<file path="config.mk">
export PLATFORM = sky130hd
export DESIGN_NAME = watch_set_ctrl_flat
export DESIGN_NICKNAME = d
export VERILOG_FILES = /design/src/rtl/watch_pkg.sv /design/src/rtl/watch_set_ctrl_if.sv /design/src/rtl/watch_field_adj.sv /design/src/rtl/watch_set_ctrl.sv /design/src/flat_wrapper.sv
export SDC_FILE = /design/constraint.sdc
export NUM_CORES = 1
export LEC_CHECK = 0
export ABC_AREA = 1
export CAP_MARGIN = 15
export CORE_MARGIN = 3
export CORE_UTILIZATION = 45
export CTS_CLUSTER_DIAMETER = 80
export CTS_CLUSTER_SIZE = 16
export DETAILED_ROUTE_END_ITERATION = 10
export HOLD_SLACK_MARGIN = 0.06
export PLACE_DENSITY = 0.8
export SLEW_MARGIN = 15
export SYNTH_ARGS = -nofsm -noshare
export SYNTH_HDL_FRONTEND = slang
export SYNTH_SLANG_ARGS = --single-unit
export TNS_END_PERCENT = 10
</file>
<file path="constraint.sdc">
create_clock -name clk -period 5.2 [get_ports clk]
set_input_delay 0.52 -clock clk [delete_from_list [all_inputs] [get_ports clk]]
set_output_delay 0.52 -clock clk [all_outputs]
set_load 0.02 [all_outputs]
</file>
<file path="src/rtl/watch_pkg.sv">
// Shared states, field-select codes and field limits for the watch time-setting controller.
package watch_pkg;

  typedef enum logic [2:0] {
    RUN,
    SET_HOUR,
    SET_MIN,
    SET_SEC,
    COMMIT
  } watch_state_e;

  localparam logic [1:0] SEL_NONE = 2'd0;
  localparam logic [1:0] SEL_HOUR = 2'd1;
  localparam logic [1:0] SEL_MIN  = 2'd2;
  localparam logic [1:0] SEL_SEC  = 2'd3;

  localparam int HOUR_MAX = 23;
  localparam int MIN_MAX  = 59;
  localparam int SEC_MAX  = 59;

  function automatic logic [1:0] sel_of(watch_state_e st);
    case (st)
      SET_HOUR: return SEL_HOUR;
      SET_MIN:  return SEL_MIN;
      SET_SEC:  return SEL_SEC;
      default:  return SEL_NONE;
    endcase
  endfunction

  // Field order the mode button walks through; the last field leads to the load cycle.
  function automatic watch_state_e next_field(watch_state_e st);
    case (st)
      SET_HOUR: return SET_MIN;
      SET_MIN:  return SET_SEC;
      default:  return COMMIT;
    endcase
  endfunction

endpackage

</file>
<file path="src/rtl/watch_set_ctrl_if.sv">
// Button-pulse inputs, current datapath time and set/load outputs of the time-setting controller.
interface watch_set_ctrl_if #(
  parameter int P_SEC_BIT  = 6,
  parameter int P_MIN_BIT  = 6,
  parameter int P_HOUR_BIT = 5
);
  logic                  i_mode;
  logic                  i_up;
  logic                  i_down;
  logic                  i_cancel;
  logic [P_SEC_BIT-1:0]  i_sec;
  logic [P_MIN_BIT-1:0]  i_min;
  logic [P_HOUR_BIT-1:0] i_hour;
  logic                  o_run_en;
  logic                  o_load;
  logic [P_SEC_BIT-1:0]  o_set_sec;
  logic [P_MIN_BIT-1:0]  o_set_min;
  logic [P_HOUR_BIT-1:0] o_set_hour;
  logic [1:0]            o_sel;

  // Driven side: buttons and the datapath's current time.
  modport master (
    output i_mode, i_up, i_down, i_cancel, i_sec, i_min, i_hour,
    input  o_run_en, o_load, o_set_sec, o_set_min, o_set_hour, o_sel
  );

  modport slave (
    input  i_mode, i_up, i_down, i_cancel, i_sec, i_min, i_hour,
    output o_run_en, o_load, o_set_sec, o_set_min, o_set_hour, o_sel
  );
endinterface

</file>
<file path="src/rtl/watch_field_adj.sv">
// One time field: loadable shadow register that steps up/down with wrap between 0 and MAX.
module watch_field_adj #(
  parameter int W   = 6,
  parameter int MAX = 59
) (
  input  logic         clk,
  input  logic         reset,
  input  logic         load_i,
  input  logic [W-1:0] load_val_i,
  input  logic         inc_i,
  input  logic         dec_i,
  output logic [W-1:0] val_o
);
  localparam logic [W-1:0] MAX_V = W'(MAX);

  logic [W-1:0] val_q, val_d;

  // Full-width equality: an out-of-range value steps by plain arithmetic.
  always_comb begin
    val_d = val_q;
    if (load_i) begin
      val_d = load_val_i;
    end else if (inc_i && !dec_i) begin
      val_d = (val_q == MAX_V) ? '0 : val_q + 1'b1;
    end else if (dec_i && !inc_i) begin
      val_d = (val_q == '0) ? MAX_V : val_q - 1'b1;
    end
  end

  always_ff @(posedge clk or negedge reset) begin
    if (!reset) begin
      val_q <= '0;
    end else begin
      val_q <= val_d;
    end
  end

  assign val_o = val_q;

endmodule

</file>
<file path="src/rtl/watch_set_ctrl.sv">
// Time-setting controller: pauses the watch datapath, edits hour/min/sec, then loads them back.
// Optional inactivity abandon of an edit: define WATCH_SET_CTRL_TIMEOUT_EN.
module watch_set_ctrl
  import watch_pkg::*;
#(
  parameter int P_SEC_BIT     = 6,
  parameter int P_MIN_BIT     = 6,
  parameter int P_HOUR_BIT    = 5,
  parameter int P_TIMEOUT_BIT = 30,
  parameter int P_TIMEOUT_CYC = 1000000
) (
  input logic             clk,
  input logic             reset,
  watch_set_ctrl_if.slave bus
);
  watch_state_e state_q, state_d;
  logic         run_en_q;
  logic         load_q;
  logic [1:0]   sel_q;
  logic         in_set;
  logic         capture;
  logic         adj_ok;
  logic         timeout_hit;

  logic [P_HOUR_BIT-1:0] hour_val;
  logic [P_MIN_BIT-1:0]  min_val;
  logic [P_SEC_BIT-1:0]  sec_val;

  if (P_TIMEOUT_CYC < 2 || longint'(P_TIMEOUT_CYC) > (longint'(1) << P_TIMEOUT_BIT)) begin : g_bad_timeout
    $error("watch_set_ctrl: P_TIMEOUT_CYC does not fit P_TIMEOUT_BIT");
  end

  assign in_set  = state_q inside {SET_HOUR, SET_MIN, SET_SEC};
  assign capture = (state_q == RUN) && bus.i_mode;
  // Cancel, mode and timeout all outrank an edit; up+down together cancel each other out.
  assign adj_ok  = in_set && !bus.i_cancel && !bus.i_mode && !timeout_hit
                   && (bus.i_up ^ bus.i_down);

  always_comb begin
    state_d = state_q;
    unique case (state_q)
      RUN: begin
        if (bus.i_mode) state_d = SET_HOUR;
      end
      SET_HOUR, SET_MIN, SET_SEC: begin
        if (bus.i_cancel || (timeout_hit && !bus.i_mode)) state_d = RUN;
        else if (bus.i_mode)                              state_d = next_field(state_q);
      end
      COMMIT:  state_d = RUN;
      default: state_d = RUN;
    endcase
  end

  always_ff @(posedge clk or negedge reset) begin
    if (!reset) begin
      state_q  <= RUN;
      run_en_q <= 1'b0;
      load_q   <= 1'b0;
      sel_q    <= SEL_NONE;
    end else begin
      state_q  <= state_d;
      run_en_q <= (state_d == RUN);
      load_q   <= (state_d == COMMIT);
      sel_q    <= sel_of(state_d);
    end
  end

`ifdef WATCH_SET_CTRL_TIMEOUT_EN
  localparam logic [P_TIMEOUT_BIT-1:0] IDLE_LAST = P_TIMEOUT_BIT'(P_TIMEOUT_CYC - 1);

  logic [P_TIMEOUT_BIT-1:0] idle_q, idle_d;

  assign timeout_hit = in_set && (idle_q == IDLE_LAST);

  // Held at zero outside the edit states, so every entry starts a fresh count.
  always_comb begin
    idle_d = idle_q + 1'b1;
    if (!in_set || bus.i_mode || bus.i_up || bus.i_down) idle_d = '0;
  end

  always_ff @(posedge clk or negedge reset) begin
    if (!reset) begin
      idle_q <= '0;
    end else begin
      idle_q <= idle_d;
    end
  end
`else
  assign timeout_hit = 1'b0;
`endif

  watch_field_adj #(.W(P_HOUR_BIT), .MAX(HOUR_MAX)) u_hour (
    .clk        (clk),
    .reset      (reset),
    .load_i     (capture),
    .load_val_i (bus.i_hour),
    .inc_i      (adj_ok && (state_q == SET_HOUR) && bus.i_up),
    .dec_i      (adj_ok && (state_q == SET_HOUR) && bus.i_down),
    .val_o      (hour_val)
  );

  watch_field_adj #(.W(P_MIN_BIT), .MAX(MIN_MAX)) u_min (
    .clk        (clk),
    .reset      (reset),
    .load_i     (capture),
    .load_val_i (bus.i_min),
    .inc_i      (adj_ok && (state_q == SET_MIN) && bus.i_up),
    .dec_i      (adj_ok && (state_q == SET_MIN) && bus.i_down),
    .val_o      (min_val)
  );

  watch_field_adj #(.W(P_SEC_BIT), .MAX(SEC_MAX)) u_sec (
    .clk        (clk),
    .reset      (reset),
    .load_i     (capture),
    .load_val_i (bus.i_sec),
    .inc_i      (adj_ok && (state_q == SET_SEC) && bus.i_up),
    .dec_i      (adj_ok && (state_q == SET_SEC) && bus.i_down),
    .val_o      (sec_val)
  );

  assign bus.o_run_en   = run_en_q;
  assign bus.o_load     = load_q;
  assign bus.o_sel      = sel_q;
  assign bus.o_set_hour = hour_val;
  assign bus.o_set_min  = min_val;
  assign bus.o_set_sec  = sec_val;

endmodule

</file>
<file path="src/flat_wrapper.sv">
// flat-port wrapper written by rule: the top's interface ports become plain ports
module watch_set_ctrl_flat import watch_pkg::*;
#(
  parameter int P_SEC_BIT     = 6,
  parameter int P_MIN_BIT     = 6,
  parameter int P_HOUR_BIT    = 5,
  parameter int P_TIMEOUT_BIT = 30,
  parameter int P_TIMEOUT_CYC = 1000000
)
  (clk, reset, bus_i_mode, bus_i_up, bus_i_down, bus_i_cancel, bus_i_sec, bus_i_min, bus_i_hour, bus_o_run_en, bus_o_load, bus_o_set_sec, bus_o_set_min, bus_o_set_hour, bus_o_sel);
  watch_set_ctrl_if #(.P_SEC_BIT(P_SEC_BIT), .P_MIN_BIT(P_MIN_BIT), .P_HOUR_BIT(P_HOUR_BIT)) bus_i ();
  input logic clk;
  input logic reset;
  input wire logic [$bits(bus_i.i_mode)-1:0] bus_i_mode;
  input wire logic [$bits(bus_i.i_up)-1:0] bus_i_up;
  input wire logic [$bits(bus_i.i_down)-1:0] bus_i_down;
  input wire logic [$bits(bus_i.i_cancel)-1:0] bus_i_cancel;
  input wire logic [$bits(bus_i.i_sec)-1:0] bus_i_sec;
  input wire logic [$bits(bus_i.i_min)-1:0] bus_i_min;
  input wire logic [$bits(bus_i.i_hour)-1:0] bus_i_hour;
  output wire logic [$bits(bus_i.o_run_en)-1:0] bus_o_run_en;
  output wire logic [$bits(bus_i.o_load)-1:0] bus_o_load;
  output wire logic [$bits(bus_i.o_set_sec)-1:0] bus_o_set_sec;
  output wire logic [$bits(bus_i.o_set_min)-1:0] bus_o_set_min;
  output wire logic [$bits(bus_i.o_set_hour)-1:0] bus_o_set_hour;
  output wire logic [$bits(bus_i.o_sel)-1:0] bus_o_sel;
  assign bus_i.i_mode = bus_i_mode;
  assign bus_i.i_up = bus_i_up;
  assign bus_i.i_down = bus_i_down;
  assign bus_i.i_cancel = bus_i_cancel;
  assign bus_i.i_sec = bus_i_sec;
  assign bus_i.i_min = bus_i_min;
  assign bus_i.i_hour = bus_i_hour;
  assign bus_o_run_en = bus_i.o_run_en;
  assign bus_o_load = bus_i.o_load;
  assign bus_o_set_sec = bus_i.o_set_sec;
  assign bus_o_set_min = bus_i.o_set_min;
  assign bus_o_set_hour = bus_i.o_set_hour;
  assign bus_o_sel = bus_i.o_sel;
  watch_set_ctrl #(.P_SEC_BIT(P_SEC_BIT), .P_MIN_BIT(P_MIN_BIT), .P_HOUR_BIT(P_HOUR_BIT), .P_TIMEOUT_BIT(P_TIMEOUT_BIT), .P_TIMEOUT_CYC(P_TIMEOUT_CYC)) u_core (.clk(clk), .reset(reset), .bus(bus_i));
endmodule
</file>
==> Word level (Yosys, flattened, before mapping) <==
Index checks and enable logic that the tools add are counted.
{ "classes": {"n_reduce_logical": 37, "add_sub_neg": 6, "n_eq_ne": 10, "muxes": 21, "n_bitwise": 1} }
{ "ops": {"columns": ["cell", "count"], "rows": [
  ["6-bit two-way mux", 10],
  ["5-bit two-way mux", 5],
  ["1-bit logical AND", 19],
  ["6-bit by 1-bit adder with 6-bit output, second input constant", 2],
  ["3-bit by 2-bit equality test with 1-bit output, second input constant", 4],
  ["6-bit equality test, second input constant", 2],
  ["6-bit zero test", 2],
  ["3-bit case mux with 2 select lines", 2],
  ["3-bit nonzero test", 4],
  ["6-bit by 1-bit subtractor with 6-bit output, second input constant", 2],
  ["3-bit two-way mux", 3],
  ["1-bit zero test", 8],
  ["3-bit by 1-bit equality test with 1-bit output, second input constant", 2],
  ["3-bit zero test", 2],
  ["2-bit case mux with 3 select lines", 1],
  ["5-bit by 1-bit adder with 5-bit output, second input constant", 1],
  ["5-bit equality test, second input constant", 1],
  ["5-bit zero test", 1],
  ["5-bit by 1-bit subtractor with 5-bit output, second input constant", 1],
  ["3-bit equality test, second input constant", 1],
  ["3-bit OR reduction", 1],
  ["1-bit XOR", 1]
]} }
{ "word_totals": {"output_inout_bits": 21, "regBits": 24, "wordCells": 82, "in_bits": 23} }

==> Depth between registers and ports, before layout <==
Gate-level depths: netlist of the first run.
{ "depth": {"ltp_word": 12, "mapped_depth": 14, "mapped_depth_nobuf": 14} }

==> Modules after synthesis <==
A second synthesis of the first run with hierarchy kept.
{ "hier_totals": {"hier_cells": 322, "hier_area_um2": 2105.8} }
{ "by_module_without_submodules": {"columns": ["mod", "cells_each", "instances", "seq_area_each_um2", "area_per_inst_um2"], "rows": [
  ["watch_field_adj at u_core.u_sec", 97, 1, 150.1, 641.9],
  ["watch_field_adj at u_core.u_min", 100, 1, 150.1, 614.3],
  ["watch_field_adj at u_core.u_hour", 72, 1, 125.1, 464.2],
  ["watch_set_ctrl", 53, 1, 175.2, 385.4]
]} }

==> Worst setup path after synthesis of the first run <==
Ideal clock, no wire load.
{ "synth_timing": {"path_kind": "input port to flip-flop", "from": "input port bus_i_up", "to": "register u_core.u_sec.val_q[5] (netlist: u_core.u_sec.val_o[5])", "path_buffers": 0, "path_slack_ns": 3.347, "arrival_time_ns": 1.737, "path_stages": 13, "path_cell_list": "xnor2_1 > nor2_1 > nand2_1 > inv_2 > nand4_1 > nand2b_1 > ha_1 > inv_1 > nor2_2 > a21oi_1 > nand2_1 > nand2_1 > nand2_1"} }
{ "synth_via": {"elab_chain_len": 8} }
{ "synth_rtl": {"columns": ["element", "line", "text"], "rows": [
  ["start, declared", "flat_wrapper.sv:15", "input wire logic [$bits(bus_i.i_up)-1:0] bus_i_up;"],
  ["1-bit XOR", "watch_set_ctrl.sv:37", "&& (bus.i_up ^ bus.i_down);"],
  ["1-bit logical AND", "watch_set_ctrl.sv:37", null],
  ["1-bit logical AND", "watch_set_ctrl.sv:117, watch_set_ctrl.sv:118", null],
  ["1-bit logical AND", "watch_set_ctrl.sv:118", ".dec_i (adj_ok && (state_q == SET_SEC) && bus.i_down),"],
  ["1-bit zero test", "watch_field_adj.sv:23", "end else if (inc_i && !dec_i) begin"],
  ["1-bit logical AND", "watch_field_adj.sv:23", null],
  ["6-bit two-way mux", "watch_field_adj.sv:23", null],
  ["6-bit two-way mux", "watch_field_adj.sv:21", "if (load_i) begin"],
  ["end signal, assigned", "watch_field_adj.sv:34", "val_q <= val_d;"],
  ["end, declared", "watch_field_adj.sv:16", "logic [W-1:0] val_q, val_d;"]
]} }
Parallel ways exist; a longest one is shown, timed or not.
A chain may end at the register's enable or synchronous reset.

==> Final worst setup path of the first run <==
{ "layout_timing": {"from": "input port bus_i_down", "to": "register u_core.u_sec.val_q[2] (netlist: u_core.u_sec.val_o[2])"} }
{ "layout_via": {"elab_chain_len": 8} }
{ "layout_rtl": {"columns": ["element", "line", "text"], "rows": [
  ["start, declared", "flat_wrapper.sv:16", "input wire logic [$bits(bus_i.i_down)-1:0] bus_i_down;"],
  ["1-bit XOR", "watch_set_ctrl.sv:37", null],
  ["1-bit logical AND", "watch_set_ctrl.sv:37", null],
  ["1-bit logical AND", "watch_set_ctrl.sv:117, watch_set_ctrl.sv:118", null],
  ["1-bit logical AND", "watch_set_ctrl.sv:118", null],
  ["1-bit zero test", "watch_field_adj.sv:23", null],
  ["1-bit logical AND", "watch_field_adj.sv:23", null],
  ["6-bit two-way mux", "watch_field_adj.sv:23", null],
  ["6-bit two-way mux", "watch_field_adj.sv:21", null]
]} }
Parallel ways exist; a longest one is shown, timed or not.

==> metrics.md, run 1 <==
| Metric | Value |
|---|---|
| Boundary Pins | `44` |
| Number of DRC markers in iteration 0 | `137` |
| Sequential share of the synthesized area | `29.80%` |
| CP startpoint | `bus_i_down` |
| Number of antenna violations at the first check in global routing | `0` |
| Sink count of the clock tree | `24` |
| Global placement routability congestion | `0.8637` |
| Post-synthesis register bit count | `24` |
| Power per Cell Area | `512.7 nW/µm²` |
| Via count of the first global-routing pass | `1988` |
| Total routed wirelength | `4870 µm` |
| Filler Cells Inserted | `381` |
| Final critical-path share of the clock period | `44.86%` |
| Number of setup buffers added after CTS | `0` |
| Gate Count Post-Synth | `299` |
| Final core utilization | `60.51%` |
| Number of standard-cell rows in the floorplan | `23` |
| Number of resized instances in the post-cts repair step | `0` |
| Path class of the lowest-slack min-delay path | `primary input to asynchronous set/reset pin` |
| Kind of end point of the critical path | `register` |
| Slack of the worst reg-to-reg path | `3.12 ns` |
| Total number of yosys warnings | `0` |
| Worst Setup Slack post-DPL | `2.608 ns` |
| Antenna-violating nets left | `0` |
| Via Count | `2083` |
| Portion of synthesized cell area occupied by the leading cell type | `29.80%` |
| Final count of pins violating max slew | `0` |
| Avg Cell Area, Syn | `6.741 µm²` |
| Worst-path maximum fanout | `8` |
| Cts-stage hold buffer count | `0` |
| Required time of the worst setup path | `5.36 ns` |
| Endpoint of the lowest-slack register-to-register path | `u_core.u_sec.val_o[2]` |
| Outcome | `finished clean` |
| Initial standard-cell utilization of the core | `48.31%` |
| H-tree levels | `1` |
| # nets final | `375` |
| Floorplan die area | `5318 µm²` |
| Clock latency on the worst-skew pair | `0.27 ns` |
| Total Routing Usage GR | `19.58%` |
| Die Height | `72.93 µm` |
| Max-slew headroom at the worst pin | `67.08%` |
| RSZ-0062 raised after global routing | `false` |
| Cell types occupying the most area after synthesis | `sky130_fd_sc_hd__dfrtp_1, sky130_fd_sc_hd__nand2_1, sky130_fd_sc_hd__nand3_1, sky130_fd_sc_hd__inv_1, sky130_fd_sc_hd__ha_1` |
| Clock buffers created by TritonCTS | `3` |
| Min cycle time layout | `2.333 ns` |
| Fmax achieved | `428.7 MHz` |
| Startpoint Class | `primary input` |
| Clock Skews | `0.003692 ns` |
| Slew at the pin with the worst max-slew slack | `0.4900 ns` |
| Area of the placeable core | `4173 µm²` |
| Worst voltage drop across the vdd grid | `0.1968 mV` |
| TritonCTS clock tree | `yes` |
| Slack of the critical path | `2.867 ns` |
| Vias per cell | `5.341` |
| Largest net degree at the start of global routing | `34` |
| Wire length of the first global-routing pass | `8452 µm` |
| Static power due to leakage | `1.271 nW` |
| Maximum capacitance violations | `0` |
| Timing endpoint of the critical path | `u_core.u_sec.val_o[2]` |
| Classification of the worst setup path | `primary input to register` |
| Final total negative setup slack | `0 ns` |
| Total setup violations reported at the end of the flow | `0` |
| Final cell area excluding filler cells | `2525 µm²` |
| Ant diodes | `0` |
| Yosys top cell by area | `sky130_fd_sc_hd__dfrtp_1` |
| Number of buffer cells added on primary ports | `43` |
| Area delta synth->final | `25.26%` |
| Final-report hold violation count | `0` |
| Total iterations of the first detailed-routing run | `5` |
| Synth cell types | `26` |
| Clock transition at the register clock pins on the worst setup and hold paths after CTS | `0.09 ns` |
| Buffer type at the clock tree root | `sky130_fd_sc_hd__clkbuf_8` |
| Startpoint of the worst register-to-register path | `u_core.state_q[2]` |
| Total grt overflow | `0` |
| Horizontal extent of the die | `72.93 µm` |
| Arrival time worst endpoint | `2.49 ns` |
| Post-synthesis net count | `333` |
| Final routed wire length divided by cell count | `12.49 µm` |
| Worst reg2reg path depth | `12` |
| Maximum number of buffers from clock root to sink | `2` |
| HPWL after detailed placement | `3642 µm` |
| Total standard cell area after synthesis | `2016 µm²` |
| Remaining routing DRC violations | `0` |
| Share of layout cells above drive strength 1 | `5.588%` |
| Cell Area, Placed | `2454 µm²` |
==> layout by cell type (no fill, tap or decap), types with 4 or more instances in the layout <==
master,synthesis,layout
sky130_fd_sc_hd__nand2_1,81,81
sky130_fd_sc_hd__inv_2,5,5
sky130_fd_sc_hd__nand3_1,38,38
sky130_fd_sc_hd__clkdlybuf4s50_1,0,43
sky130_fd_sc_hd__o21bai_1,5,5
sky130_fd_sc_hd__nor2_1,20,20
sky130_fd_sc_hd__nand4_1,7,7
sky130_fd_sc_hd__nor3_1,4,4
sky130_fd_sc_hd__inv_1,37,37
sky130_fd_sc_hd__dfrtp_1,24,24
sky130_fd_sc_hd__o21ai_0,14,14
sky130_fd_sc_hd__a21oi_1,11,11
sky130_fd_sc_hd__nor2_2,6,6
sky130_fd_sc_hd__xor2_1,9,9
sky130_fd_sc_hd__o21ai_1,9,9
sky130_fd_sc_hd__ha_1,11,11
sky130_fd_sc_hd__o22ai_1,4,4
==> per-layer routing <==
layer  wire (µm)  share of wire, %  track usage, %  vias to the layer above
met1        2104                43           24.59                      948
li1            -                 -               -                     1058
met4          60               1.2           4.303                        0
met5           0                 0               0                        -
met3         280               5.7           3.444                        8
met2        2425                50           34.87                       69
==> metrics by stage <==
| step | total power, mW | hold slack, ns | std cells |
|---|---|---|---|
| after floorplan | 0.8941 | 0.2244 | 299 |
| after detailed placement | 1.125 | 0.5753 | 386 |
| final | 1.294 | 0.6019 | 390 |
| after global routing | 1.415 | 0.6286 | 390 |
| after CTS | 1.296 | 0.5950 | 390 |
| after global placement | 1.108 | 0.5529 | 386 |
==> worst min-delay path by stage <==
| stage | startpoint | end | slack [ns] | cells after the start |
|---|---|---|---|---|
| after detailed placement | u_core.u_sec.val_o[5] | u_core.u_sec.val_o[5] | 0.58 | 2 |
| after CTS | u_core.u_sec.val_o[5] | u_core.u_sec.val_o[5] | 0.60 | 2 |
| after global placement | u_core.u_sec.val_o[5] | u_core.u_sec.val_o[5] | 0.55 | 2 |
| final | reset | u_core.u_sec.val_o[2] | 0.60 | 2 |
| after floorplan | reset | u_core.bus.o_load | 0.22 | 0 |
| after global routing | reset | u_core.u_hour.val_o[2] | 0.63 | 2 |
==> logic make-up (layout without fill, tap and decap cells) <==
logic type / count (synthesis) / count (layout) / synth area share, %
flip-flops: 24 / 24 / 29.80
AND/OR/NAND/NOR: 160 / 160 / 35.82
AO/OA/AOI/OAI: 45 / 45 / 12.29
adder cells (fa/ha/maj): 11 / 11 / 6.828
buffers and inverters: 49 / 90 / 10.92
XOR/XNOR: 10 / 10 / 4.345
==> sequential cells by signal, indices dropped and copies added (netlist names) <==
name and cells:
u_core.u_sec.val_o 6, u_core.bus.o_sel 2, u_core.u_hour.val_o 5, u_core.state_q 3
u_core.u_min.val_o 6, u_core.bus.o_run_en 1, u_core.bus.o_load 1
==> final cells by class <==
cell class                      count  area, µm²  area share, %
Tap cell                           50      62.56          2.478
Sequential cell                    24      600.6          23.79
Inverter                           42      157.7          6.244
Clock buffer                        3      41.29          1.635
Timing Repair Buffer               44      437.9          17.34
Clock inverter                      1      30.03          1.189
Multi-Input combinational cell    226       1195          47.32
==> report_power, final <==
group,internal (mW),switching [mW],total [mW]
Clock,0.103,0.0654,0.168
Combinational,0.319,0.419,0.737
Sequential,0.254,0.135,0.389
==> Yosys cell counts <==
master	number
sky130_fd_sc_hd__nand3_1	38
sky130_fd_sc_hd__o22ai_1	4
sky130_fd_sc_hd__a22oi_1	1
sky130_fd_sc_hd__nor3_1	4
sky130_fd_sc_hd__o21ai_0	14
sky130_fd_sc_hd__inv_1	37
sky130_fd_sc_hd__o21ai_1	9
sky130_fd_sc_hd__nand4_2	1
sky130_fd_sc_hd__nor2_2	6
sky130_fd_sc_hd__nand2b_1	1
sky130_fd_sc_hd__buf_6	4
sky130_fd_sc_hd__inv_2	5
sky130_fd_sc_hd__xor2_1	9
sky130_fd_sc_hd__buf_4	1
sky130_fd_sc_hd__nor2_4	1
sky130_fd_sc_hd__xnor2_1	1
sky130_fd_sc_hd__o211ai_1	1
sky130_fd_sc_hd__o21bai_1	5
sky130_fd_sc_hd__buf_2	2
sky130_fd_sc_hd__a21oi_1	11
sky130_fd_sc_hd__nor2_1	20
sky130_fd_sc_hd__nand4_1	7
sky130_fd_sc_hd__nand2_1	81
sky130_fd_sc_hd__dfrtp_1	24
sky130_fd_sc_hd__ha_1	11
sky130_fd_sc_hd__nand4_4	1
==> critical path, stage by stage <==
cell and delay, ns:
sky130_fd_sc_hd__clkdlybuf4s50_1 0.49, sky130_fd_sc_hd__xnor2_1 0.17, sky130_fd_sc_hd__nor2_1 0.08, sky130_fd_sc_hd__nand2_1 0.10
sky130_fd_sc_hd__inv_2 0.08, sky130_fd_sc_hd__nand4_1 0.10, sky130_fd_sc_hd__nand2b_1 0.17, sky130_fd_sc_hd__ha_1 0.29
sky130_fd_sc_hd__nand2_1 0.21, sky130_fd_sc_hd__inv_1 0.13, sky130_fd_sc_hd__nand2_1 0.08, sky130_fd_sc_hd__o21ai_1 0.07
Note: power is estimated with default switching activity, not from simulation.
==> inputs of run 2 (changes only) <==
- clock period: 5.2 -> 2.3 ns (I/O delays scaled with it)
==> run 2 against run 1 <==
Sequential cell count unchanged. Via count rose by 1.5%. Hold slack worse by 0.29 ns. Clock power up 130%. Critical path depth did not move. Clock-buffer cell count unchanged. Power rose by 130%. Non-clock buffer count increased by 5. Largest cell class unchanged.
==> metrics.md, run 2 (same netlist as run 1, synthesis figures left out) <==
| Metric | Value |
|---|---|
| HPWL after detailed placement | `3664 µm (+0.60%)` |
| Number of resized instances in the post-cts repair step | `0 (unchanged)` |
| Switching power of the nets | `1.423 mW (+130%)` |
| Fmax achieved | `477.3 MHz` |
| Number of buffer cells added on primary ports | `43 (unchanged)` |
| Clock network fraction of total power | `13.0% (about the same)` |
| Cts-stage hold buffer count | `0 (unchanged)` |
| Boundary Pins | `44 (unchanged)` |
| Total setup violations reported at the end of the flow | `0 (unchanged)` |
| Slew at the pin with the worst max-slew slack | `0.4290 ns (-0.06100 ns)` |
| Vias per cell | `5.354 (+0.25%)` |
| Cell Area, Placed | `2491 µm² (+1.5%)` |
| Number of setup buffers added after CTS | `0 (unchanged)` |
| Final-report hold violation count | `0 (unchanged)` |
| Min cycle time layout | `2.095 ns` |
| Buffer type at the clock tree root | `sky130_fd_sc_hd__clkbuf_8` |
| Final count of pins violating max slew | `0 (unchanged)` |
| Filler Cells Inserted | `405 (+6.3%)` |
| Power per Cell Area | `1159 nW/µm² (+130%)` |
| Worst-path maximum fanout | `8 (unchanged)` |
| Smallest hold slack | `0.3111 ns (-0.2908 ns)` |
| Clock buffers created by TritonCTS | `3 (unchanged)` |
| Classification of the worst setup path | `register to register` |
| Total iterations of the first detailed-routing run | `4 (-1)` |
| Die Height | `72.93 µm (unchanged)` |
| Antenna-violating nets left | `0 (unchanged)` |
| Share of layout cells above drive strength 1 | `6.957% (+1.4 points)` |
| Clock Skews | `0.009861 ns (+0.006170 ns)` |
| H-tree levels | `1 (unchanged)` |
| Floorplan die area | `5318 µm² (unchanged)` |
| Area delta synth->final | `27.13%` |
| Final total negative setup slack | `0 ns (unchanged)` |
| Via Count | `2115 (+1.5%)` |
| Area of the placeable core | `4173 µm² (unchanged)` |
| Total grt overflow | `0 (unchanged)` |
| Remaining routing DRC violations | `0 (unchanged)` |
| # nets final | `380 (+1.3%)` |
| Static power due to leakage | `1.294 nW (+1.9%)` |
| Kind of end point of the critical path | `register` |
| Post-placement cell count | `391 (+1.3%)` |
| Horizontal extent of the die | `72.93 µm (unchanged)` |
| Startpoint Class | `register` |
| Number of standard-cell rows in the floorplan | `23 (unchanged)` |
| Slack of the critical path | `0.2049 ns (-2.662 ns)` |
| Commonest cells after routing, fill and taps aside | `sky130_fd_sc_hd__nand2_1, sky130_fd_sc_hd__clkdlybuf4s50_1, sky130_fd_sc_hd__nand3_1` |
| Global placement routability congestion | `0.8963 (+3.8%)` |
| Worst voltage drop across the vdd grid | `0.4840 mV (+150%)` |
| Required time of the worst setup path | `2.47 ns (-2.89 ns)` |
| Ant diodes | `0 (unchanged)` |
| Final cell area excluding filler cells | `2562 µm² (+1.5%)` |
| Wire length of the first global-routing pass | `8342 µm (-1.3%)` |
| Sink count of the clock tree | `24 (unchanged)` |
| Clock latency on the worst-skew pair | `0.28 ns (about the same)` |
| Total routed wirelength | `5033 µm (+3.3%)` |
| Switching power share of the total | `47.91% (+0.11 points)` |
| Non-filler instance count after layout | `395 (+1.3%)` |
| Most frequent standard cell in the layout excluding fill and tap cells | `sky130_fd_sc_hd__nand2_1` |
| Number of antenna violations at the first check in global routing | `0 (unchanged)` |
| Worst Setup Slack post-DPL | `0.1077 ns (-2.500 ns)` |
| Path class of the lowest-slack min-delay path | `primary input to asynchronous set/reset pin` |
| Total Routing Usage GR | `19.79% (+0.21 points)` |
| Initial standard-cell utilization of the core | `48.31% (unchanged)` |
| Number of DRC markers in iteration 0 | `180 (+31%)` |
| RSZ-0062 raised after global routing | `false` |
| Final core utilization | `61.41% (+0.90 points)` |
| Outcome | `finished clean` |
| Maximum capacitance violations | `0 (unchanged)` |
| Largest net degree at the start of global routing | `25 (-26%)` |
| Sequential fraction of design power | `29.3% (-0.7 points)` |
| Via count of the first global-routing pass | `1917 (-3.6%)` |
| Maximum number of buffers from clock root to sink | `2 (unchanged)` |
| Max-slew headroom at the worst pin | `71.40% (+4.3 points)` |
| Final critical-path share of the clock period | `91.09%` |
| Combinational share of power | `57.6% (+0.6 points)` |
| TritonCTS clock tree | `yes` |
| Final routed wire length divided by cell count | `12.74 µm (+2.0%)` |
| Arrival time worst endpoint | `2.26 ns (-0.23 ns)` |
| Final Total Pwr | `2.970 mW (+130%)` |
| Clock transition at the register clock pins on the worst setup and hold paths after CTS | `0.10 ns (about the same)` |
| Slack of the worst reg-to-reg path | `0.20 ns (-2.92 ns)` |
| Internal Power | `1.547 mW (+130%)` |
[run 2: cell count changes in the layout (fill, tap and decap cells not counted), sizes merged]
cell and delta:
buf +5
[run 2: area by class of cell]
cell class / instances / area, µm² / share of cell area [%]
clock buffer: 3 / 41.29 / 1.611
clock inverter: 1 / 30.03 / 1.172
inverter: 42 / 157.7 / 6.152
multi-input combinational: 226 / 1195 / 46.63
sequential: 24 / 600.6 / 23.44
tap: 50 / 62.56 / 2.441
timing repair buffer: 49 / 475.5 / 18.55
[run 2: critical path, stage by stage, from the launching register on]
cell                       delay [ns]
sky130_fd_sc_hd__dfrtp_1         0.42
sky130_fd_sc_hd__inv_2           0.10
sky130_fd_sc_hd__o21ai_1         0.09
sky130_fd_sc_hd__nor2_2          0.13
sky130_fd_sc_hd__nand2_1         0.12
sky130_fd_sc_hd__inv_2           0.08
sky130_fd_sc_hd__nand4_1         0.08
sky130_fd_sc_hd__nand2b_1        0.16
sky130_fd_sc_hd__ha_1            0.29
sky130_fd_sc_hd__nand2_1         0.21
sky130_fd_sc_hd__inv_1           0.13
sky130_fd_sc_hd__nand2_1         0.10
sky130_fd_sc_hd__nand2_1         0.07
[run 2: path summary, 6_finish.rpt]
path                                  startpoint                    end  cells past startpoint
max                            u_core.state_q[2]  u_core.u_sec.val_o[4]                     12
min                                        reset  u_core.u_sec.val_o[1]                      2
max reg2reg                    u_core.state_q[2]  u_core.u_sec.val_o[4]                     12
min reg2reg                u_core.u_min.val_o[5]  u_core.u_min.val_o[5]                      2
max in group asynchronous                  reset  u_core.u_sec.val_o[0]                      2
min in group clk           u_core.u_min.val_o[5]  u_core.u_min.val_o[5]                      2
[run 2: power by group through the flow]
stage | combinational, mW | clock [mW] | sequential [mW]
2_1_floorplan | 1.09 | 0 | 0.934
5_1_grt | 1.90 | 0.413 | 0.910
6_report | 1.71 | 0.387 | 0.871
3_5_place_dp | 1.69 | 0 | 0.875
4_1_cts | 1.70 | 0.396 | 0.866
3_3_place_gp | 1.65 | 0 | 0.870
[run 2: layer usage]
metal / wire length (µm) / GRT usage [%]
met1: 2207 / 24.59
met2: 2486 / 34.87
met3: 288 / 3.581
met4: 51 / 5.533
met5: 0 / 0
==> inputs of run 3 (changes only) <==
--- a/config.mk
+++ b/config.mk
@@ -8,5 +8,5 @@
 export ABC_AREA = 1
 export CAP_MARGIN = 15
-export CORE_MARGIN = 3
+export CORE_MARGIN = 4
 export CORE_UTILIZATION = 45
 export CTS_CLUSTER_DIAMETER = 80
==> constraint.sdc (replaced) <==
create_clock -name clk -period 2.3 [get_ports clk]
set_input_delay 0.23 -clock clk [delete_from_list [all_inputs] [get_ports clk]]
set_output_delay 0.23 -clock clk [all_outputs]
set_load 0.005 [all_outputs]
==> run 3 against run 2 <==
Final area decreased by 0.98%. First-iteration DRC count increased by 18%. Sequential share of layout area increased by 0.23 points. Via count decreased by 2.5%.
==> metrics.md, run 3 (same netlist as run 1, synthesis figures left out) <==
| Metric | Value |
|---|---|
| Max-slew headroom at the worst pin | `71.90% (+0.50 points)` |
| Number of antenna violations at the first check in global routing | `0 (unchanged)` |
| Required time of the worst setup path | `2.46 ns (about the same)` |
| Wire length of the first global-routing pass | `8024 µm (-3.8%)` |
| Total Routing Usage GR | `18.00% (-1.8 points)` |
| Power per Cell Area | `1041 nW/µm² (-10%)` |
| Number of standard-cell rows in the floorplan | `24 (+4.3%)` |
| Clock transition at the register clock pins on the worst setup and hold paths after CTS | `0.09 ns (about the same)` |
| Via count of the first global-routing pass | `1841 (-4.0%)` |
| Outcome | `finished clean` |
| Cell breakdown of the critical path | `inv_2, o21ai_1, nor2_2, nand2_1, inv_2, nand4_1, nand2b_1, ha_1, nand2_1, inv_1, nand2_1, o21ai_1` |
| Number of resized instances in the post-cts repair step | `0 (unchanged)` |
| Number of buffer cells added on primary ports | `43 (unchanged)` |
| Final total negative setup slack | `0 ns (unchanged)` |
| Total routed wirelength | `4756 µm (-5.5%)` |
| Number of DRC markers in iteration 0 | `213 (+18%)` |
| Buffer type at the clock tree root | `sky130_fd_sc_hd__clkbuf_8` |
| Delay of the slowest cell on the worst path | `0.40 ns (-0.02 ns)` |
| Final cell area excluding filler cells | `2537 µm² (-0.98%)` |
| Remaining routing DRC violations | `0 (unchanged)` |
| Horizontal extent of the die | `74.93 µm (+2.7%)` |
| Cell Area, Placed | `2494 µm² (+0.10%)` |
| Final critical-path share of the clock period | `86.47% (-4.6 points)` |
| Boundary Pins | `44 (unchanged)` |
| Arrival time worst endpoint | `2.14 ns (-0.12 ns)` |
| Final core utilization | `58.28% (-3.1 points)` |
| Number of setup buffers added after CTS | `0 (unchanged)` |
| Worst path top cell family by delay | `simple AND/OR/NAND/NOR gates` |
| Clock latency on the worst-skew pair | `0.27 ns (about the same)` |
| Sink count of the clock tree | `24 (unchanged)` |
| Combinational share of power | `57.2% (-0.4 points)` |
| Total iterations of the first detailed-routing run | `5 (+1)` |
| Total setup violations reported at the end of the flow | `0 (unchanged)` |
| Commonest cells after routing, fill and taps aside | `sky130_fd_sc_hd__nand2_1, sky130_fd_sc_hd__clkdlybuf4s50_1, sky130_fd_sc_hd__nand3_1` |
| Slew at the pin with the worst max-slew slack | `0.4216 ns (-0.007446 ns)` |
| Sequential fraction of design power | `33.1% (+3.8 points)` |
| Switching power of the nets | `1.217 mW (-14%)` |
| Static power due to leakage | `1.279 nW (-1.2%)` |
| Maximum capacitance violations | `0 (unchanged)` |
| Ant diodes | `0 (unchanged)` |
| Startpoint Class | `register` |
| HPWL after detailed placement | `3610 µm (-1.5%)` |
| Worst voltage drop across the vdd grid | `0.3978 mV (-18%)` |
| Floorplan die area | `5614 µm² (+5.6%)` |
| Path class of the lowest-slack min-delay path | `primary input to asynchronous set/reset pin` |
| Clock Skews | `0.002177 ns (-0.007684 ns)` |
| RSZ-0062 raised after global routing | `false` |
| Final-report hold violation count | `0 (unchanged)` |
| Internal Power | `1.424 mW (-8.0%)` |
| # nets final | `380 (unchanged)` |
| Total grt overflow | `0 (unchanged)` |
| Switching power share of the total | `46.09% (-1.8 points)` |
| Global placement routability congestion | `0.9073 (+1.2%)` |
| H-tree levels | `1 (unchanged)` |
| Vias per cell | `5.210 (-2.7%)` |
| Final count of pins violating max slew | `0 (unchanged)` |
| Die Height | `74.93 µm (+2.7%)` |
| Initial standard-cell utilization of the core | `46.29% (-2.0 points)` |
| Final Total Pwr | `2.641 mW (-11%)` |
| Kind of end point of the critical path | `register` |
| Antenna-violating nets left | `0 (unchanged)` |
| Largest net degree at the start of global routing | `25 (unchanged)` |
| Clock buffers created by TritonCTS | `3 (unchanged)` |
| Cts-stage hold buffer count | `0 (unchanged)` |
| Fmax achieved | `502.8 MHz (+5.4%)` |
| Area of the placeable core | `4354 µm² (+4.3%)` |
| Filler Cells Inserted | `397 (-2.0%)` |
| TritonCTS clock tree | `yes` |
| Worst-path maximum fanout | `8 (unchanged)` |
| Crit path buf inv count | `3 (unchanged)` |
| Maximum number of buffers from clock root to sink | `2 (unchanged)` |
| Clock network fraction of total power | `9.7% (-3.3 points)` |
| Most frequent standard cell in the layout excluding fill and tap cells | `sky130_fd_sc_hd__nand2_1` |
| Area delta synth->final | `25.88%` |
| Share of layout cells above drive strength 1 | `6.977% (+0.020 points)` |
| Via Count | `2063 (-2.5%)` |
| Min cycle time layout | `1.989 ns (-0.1064 ns)` |
| Dominant cell type by count on the critical path | `sky130_fd_sc_hd__nand2_1` |
| Slowest cell on the critical path | `sky130_fd_sc_hd__dfrtp_1` |
| Classification of the worst setup path | `register to register` |
| Final routed wire length divided by cell count | `12.01 µm (-5.7%)` |
==> run 3: changes by cell type in the layout (fill, tap and decap cells not counted) <==
cell,change
sky130_fd_sc_hd__bufinv_16,-1
sky130_fd_sc_hd__ha_1,-1
sky130_fd_sc_hd__ha_2,+1
==> run 3: final timing paths <==
kind	endpoint	start	depth (start not counted)	slack [ns]
max	u_core.u_sec.val_o[2]	u_core.state_q[2]	12	0.31
min	u_core.u_min.val_o[5]	reset	2	0.31
max reg2reg	u_core.u_sec.val_o[2]	u_core.state_q[2]	12	0.31
min reg2reg	u_core.u_sec.val_o[5]	u_core.u_sec.val_o[5]	2	0.58
max in group asynchronous	u_core.u_sec.val_o[5]	reset	2	1.74
min in group clk	u_core.u_min.val_o[1]	bus_i_min[1]	3	0.57
==> run 3: cell type report <==
cell class / count / area [µm²] / share of cell area [%]
multi-input cells: 226 / 1197 / 47.19
flip-flops and latches: 24 / 600.6 / 23.67
repair buffers: 49 / 475.5 / 18.74
inverters: 42 / 157.7 / 6.213
well taps: 52 / 65.06 / 2.564
clock buffers: 3 / 41.29 / 1.627
==> run 3: stage by stage <==
stage                     instances  setup WS [ns]  hold WS, ns
after floorplan                 299         0.4996     -0.06559
after global placement          393         0.1770       0.5541
after detailed placement        393         0.1345       0.5567
after CTS                       396         0.3057       0.3280
after global routing            396        0.04423       0.3425
final                           396         0.3113       0.3093
==> run 3: per-layer routing <==
| metal | part of all wire (%) | track usage, % |
|---|---|---|
| met1 | 48 | 24.90 |
| met2 | 47 | 29.88 |
| met3 | 4.9 | 1.869 |
| met4 | 0.93 | 4.941 |
| met5 | 0 | 0 |
==> run 3: power by group through the flow <==
stage                     combinational (mW)  sequential (mW)  clock [mW]
after floorplan                         1.09            0.764           0
after global placement                  1.48            0.877           0
after detailed placement                1.51            0.878           0
after CTS                               1.52            0.870       0.266
after global routing                    1.71            0.914       0.279
final                                   1.51            0.875       0.255
